## src/rtl/cp0_pkg.sv

```systemverilog
// CP0 shared definitions: register numbers, ExcCodes, Status bit indices and sequencer states.
// The CP0_BADVADDR_EN macro adds the BadVAddr write state.
package cp0_pkg;

  localparam logic [4:0] CP0_BADVADDR = 5'd8;
  localparam logic [4:0] CP0_COUNT    = 5'd9;
  localparam logic [4:0] CP0_COMPARE  = 5'd11;
  localparam logic [4:0] CP0_STATUS   = 5'd12;
  localparam logic [4:0] CP0_CAUSE    = 5'd13;
  localparam logic [4:0] CP0_EPC      = 5'd14;

  localparam logic [4:0] EXC_INT  = 5'd0;
  localparam logic [4:0] EXC_ADEL = 5'd4;
  localparam logic [4:0] EXC_ADES = 5'd5;
  localparam logic [4:0] EXC_SYS  = 5'd8;
  localparam logic [4:0] EXC_BP   = 5'd9;
  localparam logic [4:0] EXC_RI   = 5'd10;
  localparam logic [4:0] EXC_OV   = 5'd12;

  localparam int STATUS_IE  = 0;
  localparam int STATUS_EXL = 1;

  typedef enum logic [2:0] {
    S_IDLE,
    S_W_EPC,
    S_W_CAUSE,
`ifdef CP0_BADVADDR_EN
    S_W_BADV,
`endif
    S_W_STATUS,
    S_E_STATUS,
    S_REDIRECT
  } cp0_state_e;

  // A nested exception (EXL already set) must not overwrite the original BD flag.
  function automatic logic [31:0] cause_merge(input logic [31:0] cause,
                                              input logic [4:0]  code,
                                              input logic        bd,
                                              input logic        keep_bd);
    logic [31:0] c;
    c      = cause;
    c[6:2] = code;
    if (!keep_bd) c[31] = bd;
    return c;
  endfunction

endpackage

```

## src/rtl/cp0_int_detect.sv

```systemverilog
// Interrupt pending detection: enabled, not at exception level, and any unmasked line raised.
module cp0_int_detect
  import cp0_pkg::*;
(
  input  logic       ie_i,
  input  logic       exl_i,
  input  logic [7:0] im_i,
  input  logic [7:0] ip_i,
  output logic       int_pending_o
);

  assign int_pending_o = ie_i & ~exl_i & (|(im_i & ip_i));

endmodule

```

## src/rtl/cp0_exc_ctrl.sv

```systemverilog
// Exception/ERET sequencer and CP0 write-port arbiter; merges MTC0 with multi-register updates.
// Defining CP0_BADVADDR_EN adds a BadVAddr write for AdEL/AdES.
module cp0_exc_ctrl
  import cp0_pkg::*;
#(
  parameter logic [31:0] EXC_VECTOR = 32'hBFC0_0380
) (
  input  logic        clk,
  input  logic        rst,
  input  logic        mem_valid_i,
  input  logic        exc_valid_i,
  input  logic [4:0]  exc_code_i,
  input  logic [31:0] exc_pc_i,
  input  logic        exc_bd_i,
  input  logic [31:0] exc_badvaddr_i,
  input  logic        eret_i,
  input  logic        mtc0_we_i,
  input  logic [4:0]  mtc0_addr_i,
  input  logic [31:0] mtc0_data_i,
  input  logic [31:0] status_i,
  input  logic [31:0] cause_i,
  input  logic [31:0] epc_i,
  output logic        cp0_we_o,
  output logic [4:0]  cp0_waddr_o,
  output logic [31:0] cp0_wdata_o,
  output logic        cp0_exc_o,
  output logic        stall_o,
  output logic        flush_o,
  output logic        redirect_o,
  output logic [31:0] redirect_pc_o
);

  cp0_state_e  state_q, state_d;
  logic [4:0]  code_q;
  logic        bd_q;
  logic        exl_old_q;
  logic        eret_q;
  // Holds the EPC value to write on an exception, or the ERET return target.
  logic [31:0] pc_q;
  logic        int_pending;
  logic        int_req;
  logic        exc_take;
  logic        idle;

  cp0_int_detect u_int_detect (
    .ie_i          (status_i[STATUS_IE]),
    .exl_i         (status_i[STATUS_EXL]),
    .im_i          (status_i[15:8]),
    .ip_i          (cause_i[15:8]),
    .int_pending_o (int_pending)
  );

  assign idle     = (state_q == S_IDLE);
  assign int_req  = int_pending & mem_valid_i;
  assign exc_take = exc_valid_i | int_req;
  assign stall_o  = ~idle;

`ifdef CP0_BADVADDR_EN
  logic [31:0] badv_q;

  always_ff @(posedge clk or posedge rst) begin
    if (rst) begin
      badv_q <= 32'h0;
    end else if (idle && exc_valid_i) begin
      badv_q <= exc_badvaddr_i;
    end
  end
`else
  logic unused_badvaddr;
  assign unused_badvaddr = ^exc_badvaddr_i;
`endif

  always_ff @(posedge clk or posedge rst) begin
    if (rst) begin
      state_q   <= S_IDLE;
      code_q    <= 5'd0;
      bd_q      <= 1'b0;
      exl_old_q <= 1'b0;
      eret_q    <= 1'b0;
      pc_q      <= 32'h0;
    end else begin
      state_q <= state_d;
      if (idle && exc_take) begin
        code_q    <= exc_valid_i ? exc_code_i : EXC_INT;
        bd_q      <= exc_bd_i;
        exl_old_q <= status_i[STATUS_EXL];
        eret_q    <= 1'b0;
        pc_q      <= exc_bd_i ? (exc_pc_i - 32'd4) : exc_pc_i;
      end else if (idle && eret_i) begin
        eret_q <= 1'b1;
        pc_q   <= epc_i;
      end
    end
  end

  always_comb begin
    state_d       = state_q;
    cp0_we_o      = 1'b0;
    cp0_waddr_o   = 5'd0;
    cp0_wdata_o   = 32'h0;
    cp0_exc_o     = 1'b0;
    flush_o       = 1'b0;
    redirect_o    = 1'b0;
    redirect_pc_o = 32'h0;
    case (state_q)
      S_IDLE: begin
        if (exc_take) begin
          state_d = S_W_EPC;
        end else if (eret_i) begin
          state_d = S_E_STATUS;
        end else if (mtc0_we_i && !rst) begin
          cp0_we_o    = 1'b1;
          cp0_waddr_o = mtc0_addr_i;
          cp0_wdata_o = mtc0_data_i;
        end
      end
      S_W_EPC: begin
        cp0_we_o    = ~exl_old_q;
        cp0_exc_o   = ~exl_old_q;
        cp0_waddr_o = CP0_EPC;
        cp0_wdata_o = pc_q;
        flush_o     = 1'b1;
        state_d     = S_W_CAUSE;
      end
      S_W_CAUSE: begin
        cp0_we_o    = 1'b1;
        cp0_exc_o   = 1'b1;
        cp0_waddr_o = CP0_CAUSE;
        cp0_wdata_o = cause_merge(cause_i, code_q, bd_q, exl_old_q);
        state_d     = S_W_STATUS;
`ifdef CP0_BADVADDR_EN
        if (code_q == EXC_ADEL || code_q == EXC_ADES) state_d = S_W_BADV;
`endif
      end
`ifdef CP0_BADVADDR_EN
      S_W_BADV: begin
        cp0_we_o    = 1'b1;
        cp0_exc_o   = 1'b1;
        cp0_waddr_o = CP0_BADVADDR;
        cp0_wdata_o = badv_q;
        state_d     = S_W_STATUS;
      end
`endif
      S_W_STATUS: begin
        cp0_we_o    = 1'b1;
        cp0_exc_o   = 1'b1;
        cp0_waddr_o = CP0_STATUS;
        cp0_wdata_o = status_i | (32'h1 << STATUS_EXL);
        state_d     = S_REDIRECT;
      end
      S_E_STATUS: begin
        cp0_we_o    = 1'b1;
        cp0_exc_o   = 1'b1;
        cp0_waddr_o = CP0_STATUS;
        cp0_wdata_o = status_i & ~(32'h1 << STATUS_EXL);
        flush_o     = 1'b1;
        state_d     = S_REDIRECT;
      end
      S_REDIRECT: begin
        redirect_o    = 1'b1;
        redirect_pc_o = eret_q ? pc_q : EXC_VECTOR;
        state_d       = S_IDLE;
      end
      default: state_d = S_IDLE;
    endcase
  end

endmodule
```

## config.mk

```make
export PLATFORM = sky130hd
export DESIGN_NAME = cp0_exc_ctrl
export DESIGN_NICKNAME = d
export VERILOG_FILES = /design/src/rtl/cp0_pkg.sv /design/src/rtl/cp0_int_detect.sv /design/src/rtl/cp0_exc_ctrl.sv
export SDC_FILE = /design/constraint.sdc
export NUM_CORES = 1
export LEC_CHECK = 0
export CORE_AREA = 2 2 111 113
export DETAILED_ROUTE_END_ITERATION = 7
export DIE_AREA = 0 0 113 115
export DONT_BUFFER_PORTS = 1
export PLACE_DENSITY = 0.5
export SKIP_CTS_REPAIR_TIMING = 1
export SYNTH_ARGS = -nofsm -noshare
export SYNTH_HDL_FRONTEND = slang
export SYNTH_SLANG_ARGS = --single-unit
```

## constraint.sdc

```tcl
create_clock -name clk -period 6 [get_ports clk]
set_input_delay 1.2 -clock clk [delete_from_list [all_inputs] [get_ports clk]]
set_output_delay 1.2 -clock clk [all_outputs]
set_load 0.01 [all_outputs]
```

==> flow_summary.rst <==
.. list-table::
   :header-rows: 1

   * - Metric
     - Value
   * - Result of the run
     - finished, violations left
   * - Failing checks
     - design-rule violations
   * - Maximum vdd drop
     - 0.138 mV
   * - Clk_skew
     - 3.23 ps
   * - Wirelength per Cell
     - 24.7 um
   * - CTS sink cnt
     - 43
   * - Detailed-routed wire length on met2
     - 7.19 mm
   * - Count of buffers from port buffering
     - 0
   * - Clock latency at the later pin of the worst-skew pair
     - 290 ps
   * - Post-synth EDFFs
     - 0
   * - Floorplan die area
     - 13,000 um^2
   * - Met1 Wirelength
     - 6.19 mm
   * - Post-detailed-route via-to-cell ratio
     - 6.17
   * - Number of antenna violations at the first check in global routing
     - 0
   * - Aggregate global routing overflow
     - 0
   * - Buffer type at the clock tree root
     - sky130_fd_sc_hd__clkbuf_16
   * - Slew margin rel.
     - 0.366
   * - Routed Wire Length
     - 14.9 mm
   * - CORE AREA
     - 11,800 um^2
   * - Async S/R FF share, synth
     - 1.00
   * - Type of origin of the critical path
     - primary input
   * - DR WL met3
     - 1.21 mm
   * - Period Utilization, post-route
     - 0.680
   * - Sequential share of the synthesized area
     - 0.289
   * - Dominant cells by area after synthesis
     - sky130_fd_sc_hd__dfrtp_1 (29%), sky130_fd_sc_hd__a221o_1 (8.9%), sky130_fd_sc_hd__a22oi_1 (7.1%)
   * - Top achievable clock speed
     - 245 MHz
   * - Syn nets
     - 685
   * - Maximum buffer depth of the clock tree
     - 2
   * - Number of storage elements in the synthesis netlist
     - 43
   * - Synth warn
     - 0
   * - Uppermost routed layer
     - met4
   * - Final worst path period need
     - 4080 ps
   * - Synthesized instance count
     - 475
   * - Synthesized area per cell
     - 7.83 um^2
   * - Layout Utilization
     - 0.337
   * - DRC viols
     - 20
   * - Number of nets with antenna violations after detailed routing
     - 0
   * - Switching share of total power
     - 0.497
   * - Endpoint required time on the critical path
     - 4800 ps
   * - Crit Path Class
     - in2out
   * - Via count of the first global-routing pass
     - 3,480
   * - Initial DRT Pass Iterations
     - 8
   * - Power per cell area
     - 524 nW/um^2
   * - Initial cell density of the core
     - 0.315
   * - Max-slew violation total from the final report
     - 0
   * - Cell leakage power
     - 1.63 nW
   * - Commonest cells post-synth
     - sky130_fd_sc_hd__nor2_1 (68), sky130_fd_sc_hd__dfrtp_1 (43), sky130_fd_sc_hd__nand2_1 (43)
   * - Clock transition at the registers of the reported paths
     - 60 ps
   * - Vias
     - 3,711
   * - Dominant register cell in the synthesized netlist
     - sky130_fd_sc_hd__dfrtp_1
   * - Chip Height
     - 115 um
   * - CP Capture Type
     - output port
   * - Post-layout net count
     - 663
   * - Final number of hold-violating endpoints
     - 0
   * - Data arrival time of the critical path
     - 2880 ps
   * - Largest net degree at the start of global routing
     - 45
   * - Count of max-cap constraint violations
     - 0
   * - Detailed placement HPWL
     - 11.7 mm
   * - GRT Overall Usage
     - 0.217
   * - Worst Hold Class
     - reg2reg
   * - Setup Viol. Count Final
     - 0
   * - Crit path max fanout
     - 37
   * - Chip width
     - 113 um
   * - Combinational share of power
     - 0.573
   * - Share of Yosys cell area claimed by the top area cell type
     - 0.289
   * - Clock tree from TritonCTS
     - yes
   * - Row count
     - 40
   * - Share of total power in the clock network
     - 0.129
   * - Internal power
     - 1.05 mW
   * - Number of buffers created by CTS
     - 5
   * - Global-route wire length before repair
     - 21.2 mm
   * - Setup repair after global routing missed its margin
     - no
   * - Fraction of final layout cells sized beyond drive strength 1
     - 0.0749
   * - Count of different cell masters after synthesis
     - 59
   * - Routability congestion estimate
     - 0.903
   * - Post-synthesis cell area
     - 3720 um^2
   * - Top Ports
     - 283
   * - Total negative slack
     - 0 ps
   * - Number of antenna diodes
     - 0
   * - Slew of the pin with the lowest slew margin
     - 948 ps
   * - Violation count after the first detailed-route iteration
     - 257
   * - Area Growth Syn to Fin
     - 6.93%
   * - Seq pwr share
     - 0.298
   * - Dominant cell type by area after synthesis
     - sky130_fd_sc_hd__dfrtp_1
   * - Net switching power of the design
     - 1.04 mW
   * - Deepest level of the CTS H-tree
     - 2
   * - Most repeated cell in the gate-level netlist after synthesis
     - sky130_fd_sc_hd__nor2_1
==> metal layers <==
layer	global-route usage	up-vias
li1	-	1707
met1	0.276	1796
met2	0.368	191
met3	0.0654	17
met4	0.0455	0
met5	0	-
==> per-stage QoR <==
step / std cells / area, um^2 / worst slack, ps / total power, mW / hold slack, ps
final: 601 / 3980 / 1920 / 2.08 / 503
after global routing: 601 / 3980 / 1830 / 2.24 / 530
after CTS: 601 / 3980 / 1920 / 2.09 / 505
after detailed placement: 593 / 3840 / 1920 / 1.82 / 482
after global placement: 593 / 3840 / 1970 / 1.79 / 487
after floorplan: 475 / 3720 / 1520 / 1.51 / 464
==> power groups by stage <==
stage               Clock, mW  Combinational [mW]  Sequential (mW)
floorplan                   0                1.01            0.505
global placement            0                1.17            0.619
detailed placement          0                1.20            0.623
CTS                     0.275                1.20            0.617
global route            0.285                1.31            0.638
finish                  0.269                1.19            0.621
==> area by class of cell <==
cell class | instances | area (um^2)
clock buffers | 5 | 125
clock inverters | 3 | 15.0
fillers | 1278 | 7830
inverters | 21 | 78.8
multi-input cells | 373 | 2430
flip-flops and latches | 43 | 1080
well taps | 147 | 184
repair buffers | 9 | 67.6
==> registers in the layout, summed over array words and instances, names as in the netlist <==
register / count
pc_q: 32
bd_q: 1
state_q: 3
code_q: 5
exl_old_q: 1
eret_q: 1
==> cells in the final DEF, fill, tap and decap left out, types with 3 or more instances in the layout <==
cell type and n:
sky130_fd_sc_hd__a21oi_1 35, sky130_fd_sc_hd__nor3_1 10, sky130_fd_sc_hd__o22ai_1 3, sky130_fd_sc_hd__clkinv_2 3, sky130_fd_sc_hd__xnor2_1 8, sky130_fd_sc_hd__mux2i_1 7, sky130_fd_sc_hd__a2bb2oi_1 3, sky130_fd_sc_hd__xor2_1 16
sky130_fd_sc_hd__or3_1 4, sky130_fd_sc_hd__a22o_1 5, sky130_fd_sc_hd__nand2_1 43, sky130_fd_sc_hd__a31oi_1 9, sky130_fd_sc_hd__a221oi_1 3, sky130_fd_sc_hd__nand4b_1 4, sky130_fd_sc_hd__or4_1 4, sky130_fd_sc_hd__nor2_1 67
sky130_fd_sc_hd__and2_1 22, sky130_fd_sc_hd__dfrtp_1 43, sky130_fd_sc_hd__clkbuf_16 5, sky130_fd_sc_hd__nand4_1 4, sky130_fd_sc_hd__inv_1 19, sky130_fd_sc_hd__o21ai_0 8, sky130_fd_sc_hd__a221o_1 33, sky130_fd_sc_hd__buf_4 9
sky130_fd_sc_hd__and3_1 8, sky130_fd_sc_hd__a21o_1 3, sky130_fd_sc_hd__a22oi_1 35
==> path summary, 6_finish.rpt <==
kind	cells past startpoint	to	startpoint	slack (ps)
min in group asynchronous	2	pc_q[0]	rst	1050
worst max register to register	8	pc_q[17]	state_q[0]	3400
worst min register to register	1	code_q[2]	code_q[2]	500
worst min-delay path	1	code_q[2]	code_q[2]	500
max in group asynchronous	2	state_q[2]	rst	4560
worst max-delay path	6	cp0_wdata_o[17]	cause_i[9]	1920
==> cell families after synthesis <==
kind of cell	synth area share
AND/OR/NAND/NOR	0.264
adder cells (fa/ha/maj)	0.00336
AO/OA/AOI/OAI	0.297
XOR/XNOR	0.0565
multiplexers	0.0249
buffers and inverters	0.0649
flip-flops	0.289
==> worst max-delay path, cell delays in order <==
cell and delay (ps):
sky130_fd_sc_hd__a22oi_1 290, sky130_fd_sc_hd__and4_1 280, sky130_fd_sc_hd__o21ai_2 180, sky130_fd_sc_hd__nor4_4 240, sky130_fd_sc_hd__buf_4 380, sky130_fd_sc_hd__a221o_1 290
(Power assumes the default switching activity.)
